[config.mk]
export PLATFORM = sky130hd
export DESIGN_NAME = mach_seq_ctrl
export DESIGN_NICKNAME = d
export VERILOG_FILES = /design/src/rtl/mach_seq_ctrl_pkg.sv /design/src/rtl/mach_phase_cnt.sv /design/src/rtl/mach_seq_ctrl.sv
export SDC_FILE = /design/constraint.sdc
export NUM_CORES = 1
export LEC_CHECK = 0
export CORE_AREA = 2 2 53 55
export CTS_BUF_LIST = sky130_fd_sc_hd__clkbuf_4
export DETAILED_ROUTE_END_ITERATION = 12
export DIE_AREA = 0 0 55 57
export PLACE_DENSITY = 0.8
export SYNTH_ARGS = -nofsm -noshare
export SYNTH_HDL_FRONTEND = slang
export SYNTH_SLANG_ARGS = --single-unit
[constraint.sdc]
create_clock -name clk -period 3.3 [get_ports clk]
set_input_delay 0.825 -clock clk [delete_from_list [all_inputs] [get_ports clk]]
set_output_delay 0.825 -clock clk [all_outputs]
set_load 0.02 [all_outputs]
[src/rtl/mach_seq_ctrl_pkg.sv]
// Shared definitions for the machine sequencing controller: FSM states,
// default sizing and the phase-counter width helper.
package mach_seq_ctrl_pkg;

    typedef enum logic [2:0] {
        S_IDLE = 3'd0,
        S_PH0  = 3'd1,
        S_GAP  = 3'd2,
        S_PH1  = 3'd3,
        S_DONE = 3'd4
    } state_t;

    localparam int unsigned DEF_CNT_W   = 4;
    localparam int unsigned DEF_GAP_CYC = 1;

    // The phase counter also times the gap (up to 15 cycles), so it never
    // gets narrower than 4 bits even when CNT_W is.
    function automatic int unsigned cnt_width(input int unsigned w);
        return (w > 4) ? w : 4;
    endfunction

endpackage

[src/rtl/mach_phase_cnt.sv]
// Loadable down-counter timing one sequencer phase; last_o is high while the
// count reads zero.
module mach_phase_cnt #(
    parameter int unsigned W = 4
) (
    input  logic         clk,
    input  logic         rst_n,
    input  logic         load_i,
    input  logic [W-1:0] value_i,
    output logic         last_o
);

    logic [W-1:0] cnt_q, cnt_d;

    always_comb begin
        cnt_d = cnt_q;
        if (load_i) begin
            cnt_d = value_i;
        end else if (cnt_q != '0) begin
            cnt_d = cnt_q - W'(1);
        end
    end

    always_ff @(posedge clk or negedge rst_n) begin
        if (!rst_n) begin
            cnt_q <= '0;
        end else begin
            cnt_q <= cnt_d;
        end
    end

    assign last_o = (cnt_q == '0);

endmodule

[src/rtl/mach_seq_ctrl.sv]
// Sequencer for the 2-flip-flop machine: x=0 stepping phase, idle gap, x=1
// stepping phase with target-state hit counting, then a one-cycle done.
module mach_seq_ctrl
    import mach_seq_ctrl_pkg::*;
#(
    parameter int unsigned CNT_W   = DEF_CNT_W,
    parameter int unsigned GAP_CYC = DEF_GAP_CYC
) (
    input  logic             clk,
    input  logic             rst_n,
    input  logic             start,
    input  logic             abort,
    input  logic [CNT_W-1:0] n0,
    input  logic [CNT_W-1:0] n1,
    input  logic [1:0]       target,
    input  logic             state_a,
    input  logic             state_b,
    output logic             x,
    output logic             step_en,
    output logic             busy,
    output logic             done,
    output logic [CNT_W-1:0] hit_cnt,
    output logic [1:0]       last_ab
);

    localparam int unsigned   CW     = cnt_width(CNT_W);
    localparam logic [CW-1:0] GAP_LD = CW'(GAP_CYC - 1);

    state_t           state_q, state_d;
    logic [CNT_W-1:0] n1_q, hit_q;
    logic [1:0]       target_q, last_ab_q;
    logic [1:0]       ab;
    logic             accept, ph1_upd;
    logic             cnt_load, cnt_last;
    logic [CW-1:0]    cnt_val;

    assign ab      = {state_a, state_b};
    assign accept  = (state_q == S_IDLE) && start && !abort;
    assign ph1_upd = (state_q == S_PH1) && !abort;

    mach_phase_cnt #(.W(CW)) u_phase_cnt (
        .clk     (clk),
        .rst_n   (rst_n),
        .load_i  (cnt_load),
        .value_i (cnt_val),
        .last_o  (cnt_last)
    );

    always_comb begin
        state_d  = state_q;
        cnt_load = 1'b0;
        cnt_val  = '0;
        unique case (state_q)
            S_IDLE: if (accept) begin
                cnt_load = 1'b1;
                if (n0 != '0) begin
                    state_d = S_PH0;
                    cnt_val = CW'(n0) - CW'(1);
                end else begin
                    state_d = S_GAP;
                    cnt_val = GAP_LD;
                end
            end
            S_PH0: if (cnt_last) begin
                state_d  = S_GAP;
                cnt_load = 1'b1;
                cnt_val  = GAP_LD;
            end
            S_GAP: if (cnt_last) begin
                if (n1_q != '0) begin
                    state_d  = S_PH1;
                    cnt_load = 1'b1;
                    cnt_val  = CW'(n1_q) - CW'(1);
                end else begin
                    state_d = S_DONE;
                end
            end
            S_PH1:   if (cnt_last) state_d = S_DONE;
            S_DONE:  state_d = S_IDLE;
            default: state_d = S_IDLE;
        endcase
        if (abort && (state_q != S_IDLE)) begin
            state_d  = S_IDLE;
            cnt_load = 1'b0;
        end
    end

    always_ff @(posedge clk or negedge rst_n) begin
        if (!rst_n) begin
            state_q <= S_IDLE;
        end else begin
            state_q <= state_d;
        end
    end

    // n0 only seeds the counter at start, so only n1 needs holding.
    always_ff @(posedge clk or negedge rst_n) begin
        if (!rst_n) begin
            n1_q      <= '0;
            target_q  <= '0;
            hit_q     <= '0;
            last_ab_q <= '0;
        end else if (accept) begin
            n1_q     <= n1;
            target_q <= target;
            hit_q    <= '0;
        end else if (ph1_upd) begin
            if ((ab == target_q) && (hit_q != '1)) begin
                hit_q <= hit_q + CNT_W'(1);
            end
            if (cnt_last) begin
                last_ab_q <= ab;
            end
        end
    end

    assign x       = (state_q == S_PH1);
    assign step_en = (state_q == S_PH0) || (state_q == S_PH1);
    assign busy    = (state_q != S_IDLE);
    assign done    = (state_q == S_DONE);
    assign hit_cnt = hit_q;
    assign last_ab = last_ab_q;

endmodule

==> out/qor.yml <==
status: "finished clean"
antenna_found_initial: 0
fin_total_pwr_mw: 1.05
required_ps: 2470
critPathArrivalTime_ps: 1900
hold_viol: 0
drt_pass1_iterations: 4
syn-num-nets: 149
yosys-top-cells-count: "19 x dfrtp_1, 19 x nand2_1, 9 x inv_1"
hold_depth: 1
grt_pass1_wl_um: 4260
cts_tree: "built"
die_y_um: 57
die_w_um: 55
fin_crit_sh: 0.824
dieArea_sq_um: 3140
synth-edff-count: 0
synthFlopType: "dfrtp_1"
r2r_slack_ps: 1070
worstSkewPairLatency_ps: 300
clock_skew_ps: 1.60
worstHoldPathType: "flip-flop to flip-flop"
diodes: 0
synth_seq_cells: 19
slowest_stage: "clkdlybuf4s50_1"
final_util: 0.575
pwr-share-seq: 0.373
r2r-start: "u_phase_cnt.cnt_q[0]"
area_growth_syn_to_layout_pct: 23.5
clk_pin_slew_ps: 120
cts_resized: 0
htreeDepth: 1
yosysUniqueCellTypes: 36
fin_crit_ps: 2720
place_area_sq_um: 1480
rsz0062_at_grt: "no"
sw_frac_of_total: 0.392
core_area_sq_um: 2620
io_pins: 26
drv_slew: 0
reg2reg_to: "u_phase_cnt.cnt_q[1]"
p_int_mw: 0.637
async_reset_ff_frac: 1.00
cts.hold.buffers_added: 0
crit_chain: "nor3_1 -> inv_1 -> clkdlybuf4s50_1"
syn-cell-area_sq_um: 1220
grt_pass1_vias: 1043
p_leak_nw: 0.672
setup-tns-final_ps: 0
dp.cells: 179
critPathMaxStageDelay_ps: 560
cp_max_fo: 11
seq_area_frac_synth: 0.391
worst_slack_ps: 580
slew_headroom: 0.417
p_sw_mw: 0.411
pwr-share-clk: 0.117
rows: 19
synth.avg_cell_area_sq_um: 9.59
ir_drop_mv: 0.362
cts_root_buffer: "clkbuf_4"
cellPowerDensity_nw_per_um2: 697
critPathLaunchType: "flip-flop"
wire_per_inst_um: 13.7
grt_max_degree: 20
hpwl_um: 1930
timing.hold.ws_ps: 522
fmax_ghz: 0.368
yosys.area.top_type: "dfrtp_1"
gr-usage-all-layers: 0.182
final_layout_size_suffix_gt1_frac: 0.118
grt_remaining_overflow: 0
dp_slack_ps: 688
max-clock-path-buffers: 2
reg2reg_depth: 6
post-route-drc-count: 0
fin_nets: 175
cts.sink_count: 19
vias: 991
path_class: "flip-flop to output pin"
vias_per_cell: 5.42
fin_area_sq_um: 1500
yosysWarnings: 0
instances_no_fill: 183
synth_top_area_frac: 0.391
route.final.wire_length_um: 2500
worstHoldEndpoint: "last_ab[0]"
hp-start: "last_ab[0]"
combPwrFrac: 0.510
setup_viol_count_final: 0
drt_iter0_drc: 16
end_kind: "output pin"
drtAntennaViolNets: 0
port_buffers: 25
place_congestion: 0.808
tightest_slew_ps: 872
nFillCells: 265
synth_area_leaders: "dfrtp_1 39%, ha_1 6.2%, nand2_1 5.9%"
netlist_instances: 127
numCtsBuffers: 3
post_cts_buffers: 0
initial_core_util: 0.466
drv_cap: 0
worst max-delay path by stage:
stage | startpoint | to | cells past startpoint
final | state_q[1] | busy | 3
after global routing | state_q[1] | busy | 3
after CTS | state_q[1] | busy | 3
after detailed placement | n0[0] | state_q[1] | 7
after global placement | n0[0] | state_q[1] | 7
after floorplan | n0[0] | state_q[1] | 6
sequential cells by signal, indices dropped and copies added, names as in the netlist:
signal	count
last_ab	2
state_q	3
target_q	2
u_phase_cnt.cnt_q	4
n1_q	4
hit_cnt	4
worst max-delay path, delay by kind of cell (launching register included):
kind | cells | cell delay [ps]
flops | 1 | 500
buf+inv | 2 | 680
simple gates | 1 | 420
area by class of cell:
cell class	instances	area [sq um]	area share
clock inverters	1	5.00	0.00333
clock buffers	3	22.5	0.0150
repair buffers	25	250	0.166
multi-input cells	95	678	0.451
well taps	31	38.8	0.0258
inverters	9	33.8	0.0225
flip-flops and latches	19	475	0.316
layout by cell type, fill, tap and decap left out, types with 3 or more instances in the layout:
cell / n
o21ai_0: 7
inv_1: 9
or3_1: 3
nand2_1: 19
clkbuf_4: 3
nand3_1: 4
nor2_1: 6
mux2i_1: 3
o22ai_1: 3
a21oi_1: 3
nor3_1: 6
dfrtp_1: 19
ha_1: 6
xnor2_1: 7
mux2_4: 3
clkdlybuf4s50_1: 25
logic make-up (layout without fill, tap and decap cells):
group,Yosys count,in the layout,synth area share
mux,8,8,0.0802
flops,19,19,0.391
compound gates,16,16,0.0884
fa+ha+maj,7,7,0.0699
simple gates,56,56,0.261
xor+xnor,8,8,0.0576
buf+inv,13,38,0.0524
power by group through the flow:
stage	registers [mW]	logic [mW]	clock network, mW
floorplan	0.375	0.417	0
global placement	0.390	0.519	0
detailed placement	0.397	0.539	0
CTS	0.393	0.542	0.125
global route	0.407	0.594	0.139
finish	0.391	0.534	0.123
layer usage:
layer	vias to the layer above	global-route usage	routed length, um
met2	23	0.342	1370
met3	2	0.0236	95
met4	0	0.0418	2
met1	479	0.211	1040
met5	-	0	0
li1	487	-	-
No activity file was read; power rests on OpenSTA's default activity.
